`config.mk`:
```
export PLATFORM = sky130hd
export DESIGN_NAME = sum_extend_stage
export DESIGN_NICKNAME = d
export VERILOG_FILES = /design/src/rtl/sum_extend_stage.sv
export SDC_FILE = /design/constraint.sdc
export NUM_CORES = 1
export LEC_CHECK = 0
export BUFFER_PORTS_ARGS = -buffer_cell sky130_fd_sc_hd__buf_2
export CAP_MARGIN = 20
export CORE_ASPECT_RATIO = 0.6
export CORE_MARGIN = 3
export CORE_UTILIZATION = 30
export DETAILED_ROUTE_END_ITERATION = 8
export PLACE_DENSITY = 0.6
export REMOVE_ABC_BUFFERS = 1
export SLEW_MARGIN = 10
export SYNTH_ARGS = -nofsm -noshare
export SYNTH_HDL_FRONTEND = slang
export SYNTH_SLANG_ARGS = --single-unit
```
`constraint.sdc`:
```
create_clock -name clk_i -period 6 [get_ports clk_i]
set_clock_uncertainty 0.2 [all_clocks]
set_input_delay 0.6 -clock clk_i [delete_from_list [all_inputs] [get_ports clk_i]]
set_output_delay 0.6 -clock clk_i [all_outputs]
set_load 0.02 [all_outputs]
```
`src/rtl/sum_extend_stage.sv`:
```
// sum_extend_stage
//   Adds operand A (AW bits) to operand B (BW bits) after signed or unsigned
//   extension to SW = BW+1 bits. It reports the full sum, the sum truncated
//   to BW bits, and a flag set when truncation changed the value. Each beat
//   may also add its full sum into a saturating ACC_W-bit accumulator.
//   Results queue in a 2-entry in-order buffer with valid/ready on both sides.
//
// Ports
//   clk_i, rst_i            : clock (rising edge), synchronous active-high reset
//   in_valid_i / in_ready_o : input handshake; a beat is accepted when both are 1
//   a_i, b_i                : operands
//   signed_i                : 1 = sign-extend operands and accumulator, 0 = zero-extend
//   acc_en_i                : add this beat's full sum into the accumulator
//   acc_clr_i               : clear the accumulator; with a beat, the beat starts from 0
//   out_valid_o/out_ready_i : output handshake; a result is consumed when both are 1
//   sum_full_o              : SW-bit sum
//   sum_trunc_o             : sum_full_o[BW-1:0]
//   ovf_o                   : truncated sum re-extended differs from the full sum
//   acc_o                   : accumulator value after this beat (snapshot)
//   acc_sat_o               : accumulator clamped on this beat
module sum_extend_stage #(
    parameter int AW    = 15,
    parameter int BW    = 16,
    parameter int ACC_W = 24
) (
    input  logic             clk_i,
    input  logic             rst_i,
    input  logic             in_valid_i,
    output logic             in_ready_o,
    input  logic [AW-1:0]    a_i,
    input  logic [BW-1:0]    b_i,
    input  logic             signed_i,
    input  logic             acc_en_i,
    input  logic             acc_clr_i,
    output logic             out_valid_o,
    input  logic             out_ready_i,
    output logic [BW:0]      sum_full_o,
    output logic [BW-1:0]    sum_trunc_o,
    output logic             ovf_o,
    output logic [ACC_W-1:0] acc_o,
    output logic             acc_sat_o
);

    localparam int SW = BW + 1;

    function automatic logic [SW-1:0] ext_a(input logic [AW-1:0] v, input logic sgn);
        return {{(SW-AW){sgn & v[AW-1]}}, v};
    endfunction

    function automatic logic [SW-1:0] ext_b(input logic [BW-1:0] v, input logic sgn);
        return {sgn & v[BW-1], v};
    endfunction

    // SW is exactly BW+1, so re-extending the truncated sum only changes the
    // value when the top bit disagrees with the extension of bit BW-1.
    function automatic logic trunc_ovf(input logic [SW-1:0] s, input logic sgn);
        return s[SW-1] != (sgn & s[SW-2]);
    endfunction

    // Returns {sat, value}. The base and addend are widened by one bit so the
    // carry/sign of the true result is visible before clamping.
    function automatic logic [ACC_W:0] sat_add(input logic [ACC_W-1:0] base,
                                               input logic [SW-1:0]    s,
                                               input logic             sgn);
        logic [ACC_W:0]   wide_base;
        logic [ACC_W:0]   wide_sum;
        logic [ACC_W:0]   total;
        logic [ACC_W-1:0] val;
        logic             sat;
        wide_base = {sgn & base[ACC_W-1], base};
        wide_sum  = {{(ACC_W+1-SW){sgn & s[SW-1]}}, s};
        total     = wide_base + wide_sum;
        if (!sgn) begin
            sat = total[ACC_W];
            val = sat ? '1 : total[ACC_W-1:0];
        end else begin
            sat = total[ACC_W] ^ total[ACC_W-1];
            if (!sat)
                val = total[ACC_W-1:0];
            else if (total[ACC_W])
                val = {1'b1, {(ACC_W-1){1'b0}}};
            else
                val = {1'b0, {(ACC_W-1){1'b1}}};
        end
        return {sat, val};
    endfunction

    // ---- stage p0: combinational sum and accumulator update for the offered beat
    logic [SW-1:0]    sum_full_p0;
    logic [BW-1:0]    sum_trunc_p0;
    logic             ovf_p0;
    logic [ACC_W-1:0] acc_base_p0;
    logic [ACC_W:0]   acc_res_p0;

    logic [ACC_W-1:0] acc_q;
    logic [1:0]       count;
    logic             rd_ptr;
    logic             wr_ptr;
    logic             accept;
    logic             consume;

    assign sum_full_p0  = ext_a(a_i, signed_i) + ext_b(b_i, signed_i);
    assign sum_trunc_p0 = sum_full_p0[BW-1:0];
    assign ovf_p0       = trunc_ovf(sum_full_p0, signed_i);
    assign acc_base_p0  = acc_clr_i ? '0 : acc_q;
    assign acc_res_p0   = acc_en_i ? sat_add(acc_base_p0, sum_full_p0, signed_i)
                                   : {1'b0, acc_base_p0};

    assign in_ready_o  = (count < 2'd2) & ~rst_i;
    assign out_valid_o = (count != 2'd0);
    assign accept      = in_valid_i & in_ready_o;
    assign consume     = out_valid_o & out_ready_i;

    // ---- stage p1: 2-entry result buffer
    logic [SW-1:0]    full_p1  [2];
    logic [BW-1:0]    trunc_p1 [2];
    logic             ovf_p1   [2];
    logic [ACC_W-1:0] acc_p1   [2];
    logic             sat_p1   [2];

    always_ff @(posedge clk_i) begin
        if (rst_i) begin
            count  <= 2'd0;
            rd_ptr <= 1'b0;
            wr_ptr <= 1'b0;
            acc_q  <= '0;
            for (int i = 0; i < 2; i++) begin
                full_p1[i]  <= '0;
                trunc_p1[i] <= '0;
                ovf_p1[i]   <= 1'b0;
                acc_p1[i]   <= '0;
                sat_p1[i]   <= 1'b0;
            end
        end else begin
            if (accept) begin
                full_p1[wr_ptr]  <= sum_full_p0;
                trunc_p1[wr_ptr] <= sum_trunc_p0;
                ovf_p1[wr_ptr]   <= ovf_p0;
                acc_p1[wr_ptr]   <= acc_res_p0[ACC_W-1:0];
                sat_p1[wr_ptr]   <= acc_res_p0[ACC_W];
                wr_ptr           <= ~wr_ptr;
                acc_q            <= acc_res_p0[ACC_W-1:0];
            end else if (acc_clr_i) begin
                acc_q <= '0;
            end
            if (consume)
                rd_ptr <= ~rd_ptr;
            case ({accept, consume})
                2'b10:   count <= count + 2'd1;
                2'b01:   count <= count - 2'd1;
                default: count <= count;
            endcase
        end
    end

    assign sum_full_o  = full_p1[rd_ptr];
    assign sum_trunc_o = trunc_p1[rd_ptr];
    assign ovf_o       = ovf_p1[rd_ptr];
    assign acc_o       = acc_p1[rd_ptr];
    assign acc_sat_o   = sat_p1[rd_ptr];

endmodule
```
==> results.json <==
{
  "cp-endpoint": "acc_p1[0][9]",
  "port_buffers": 98,
  "clockPowerShare_pct": 30.8,
  "crit_start": "a_i[2]",
  "r2r_cells": 20,
  "synth.distinct_cells": 70,
  "end_kind": "register",
  "clk_latency_ns": 0.42,
  "p_int_mw": 2.07,
  "synth_edf_count": 86,
  "io_pins": 99,
  "p_sw_mw": 1.10,
  "regToRegSetupSlack_ns": 1.23,
  "slew_violations": 0,
  "grt_pass1_wl_um": 34900,
  "antenna_found_initial": 0,
  "path_clk_slew_ns": 0.06,
  "viasPerCell": 5.07,
  "grtUsageMet2_pct": 24.2,
  "met1_usage_pct": 24.9,
  "ys.flop_type": "edfxtp_1",
  "cp_common_cell": "a21oi_2",
  "power_leakage_nw": 4.35,
  "final_cell_mix": "116 x buf_4, 98 x buf_2, 95 x nor2_1",
  "setup_viol": 0,
  "critical_path.max_stage_delay_ns": 0.37,
  "synth_top_area_share_pct": 34.0,
  "grtUsageTotal_pct": 16.5,
  "vdd_ir_drop_max_mv": 0.221,
  "startpoint_type": "input pin",
  "slew_headroom_pct": 52.9,
  "synth-simple-area-share_pct": 18.3,
  "avgRoutedWirePerCell_um": 17.5,
  "dr.pass1.iters": 5,
  "r2r-start": "acc_q[0]",
  "power_density_nw_per_um2": 318,
  "drc": 0,
  "gp_congestion": 0.902,
  "cts_inserted_buffers": 17,
  "power_frac_seq_pct": 30.5,
  "rows": 44,
  "grt_max_degree": 46,
  "yosys_warnings": 0,
  "final_area_um2": 10000,
  "path_max_fanout": 5,
  "fin_crit_sh_pct": 95.2,
  "r2r_end": "acc_p1[0][9]",
  "synth_compound_area_share_pct": 15.7,
  "layout-drive-gt1-share_pct": 36.4,
  "busiest_layer": "met1",
  "ys_seq_area_share_pct": 41.7,
  "n_antenna_cell": 0,
  "grt_pass1_vias": 6264,
  "coreArea_um2": 24500,
  "layout-area-overhead-vs-synth_pct": 31.7,
  "syn_avg_cell_area_um2": 9.73,
  "routed_wl_um": 22800,
  "finalCriticalPeriod_ns": 5.71,
  "start_util_pct": 31.0,
  "die_w_um": 211,
  "place_area_um2": 9070,
  "cts_num_sinks": 115,
  "dieArea_um2": 27300,
  "min_path_type": "register to register",
  "synth_xor_area_share_pct": 4.37,
  "final_common_cell": "buf_4",
  "syn-instance-count": 780,
  "synth_adder_area_share_pct": 7.12,
  "synth.cell_area_um2": 7590,
  "crit_type": "input pin to register",
  "dpl.hpwl_um": 16700,
  "fmax_ghz": 0.175,
  "dr.first_iter.drc_count": 588,
  "yosysTopAreaCell": "edfxtp_1",
  "crit_required_ns": 5.96,
  "synth_top_family_by_area": "simple AND/OR/NAND/NOR gates",
  "critPathSlowestCell": "ha_1",
  "vias": 6591,
  "async_flop_share_pct": 0,
  "combPwrFrac_pct": 38.7,
  "cts_buffer_depth": 2,
  "cts_tree": "built",
  "drv_cap": 0,
  "multi_input_area_um2": 4330,
  "cts_hold_buf": 0,
  "worstMarginPinSlew_ns": 0.705,
  "grtUsageMet3_pct": 3.22,
  "regArea_um2": 3160,
  "n_fill_cell": 2425,
  "grt_remaining_overflow": 0,
  "cp.arrival_ns": 5.68,
  "cts_root_buf": "clkbuf_16",
  "ant_nets": 0,
  "cts_max_level": 4,
  "die_h_um": 129,
  "yosys-top-cells-area": "edfxtp_1 34%, dfxtp_1 7.6%, ha_1 6.6%",
  "synth.area.mux_share_pct": 7.32,
  "timing.final.hold_violations": 0,
  "status": "completed",
  "ys_ff_latch": 115,
  "finalNetCount": 1046,
  "fin_setup_tns_ns": 0,
  "switching_share_pct": 34.7
}
## cell type report
type	instances	area share, %
Sequential cell	115	31.7
Inverter	34	1.28
Multi-Input combinational cell	581	43.3
Clock inverter	11	1.13
Tap cell	322	4.03
Clock buffer	21	4.51
Timing Repair Buffer	217	14.1
## kinds of logic after synthesis
kind of cell,Yosys count
simple gates,278
compound gates,175
flops,115
buf+inv,86
mux,47
fa+ha+maj,42
xor+xnor,37
## Yosys cell counts (20+ instances only)
cell,instances
nor2_1,95
edfxtp_1,86
nand2_1,45
mux2_2,44
a21oi_1,42
ha_1,40
and2_1,38
inv_1,33
dfxtp_1,29
o21ai_0,29
clkbuf_1,27
nor2b_1,23
a31oi_1,20
## worst min-delay path by stage
stage,startpoint,endpoint,slack (ns),depth (start not counted)
after detailed placement,rd_ptr,register,0.30,2
after CTS,rd_ptr,rd_ptr,0.31,2
after global routing,rd_ptr,register,0.35,2
final,rd_ptr,rd_ptr,0.31,2
after global placement,rd_ptr,register,0.29,2
after floorplan,count[1],count[1],0.26,2
## power by group through the flow
stage | combinational, mW | sequential, mW | clock (mW)
2_1_floorplan | 0.671 | 1.00 | 0
3_3_place_gp | 1.15 | 0.983 | 0
3_5_place_dp | 1.15 | 0.985 | 0
4_1_cts | 1.17 | 0.970 | 0.992
5_1_grt | 1.33 | 0.976 | 1.04
6_report | 1.23 | 0.969 | 0.977
## registers in the layout (all words and copies together), names as in the netlist, named ones only
register,flops
rd_ptr,1
count,2
full_p1,4
sat_p1,2
trunc_p1,30
acc_p1,48
acc_q,24
ovf_p1,2
wr_ptr,1
## stage by stage
step	instances	util, %	worst slack (ns)	hold slack (ns)	total power [mW]
global placement	1262	37.0	-0.551	0.291	2.13
global route	1301	40.8	-0.0222	0.349	3.34
floorplan	728	-	-0.165	0.261	1.67
detailed placement	1262	37.0	-0.604	0.298	2.14
finish	1301	40.8	0.285	0.309	3.17
CTS	1295	39.5	0.0219	0.313	3.13
## routing by layer
metal  part of all wire, %  routed length (um)  vias up
met5                     0                   0        -
met4                  0.73                 166        0
met3                   5.3                1210       13
met2                    41                9440      183
met1                    53               12000     3191
li1                      -                   -     3204
## critical path: cells and delay by family
kind	cells	cell delay (ns)
adder cells (fa/ha/maj)	3	0.98
XOR/XNOR	2	0.34
AO/OA/AOI/OAI	13	2.20
multiplexers	1	0.08
AND/OR/NAND/NOR	7	0.85
buffers and inverters	5	0.62
## repair_timing
action | 4_1_cts | 5_1_grt
endpoints found under the setup margin | 66 | 71
setup buffers | 1 | 4
pin swaps | 0 | 19
cloned | 0 | 2
gates resized for setup | 9 | 50
No activity file was read; power rests on OpenSTA's default activity.
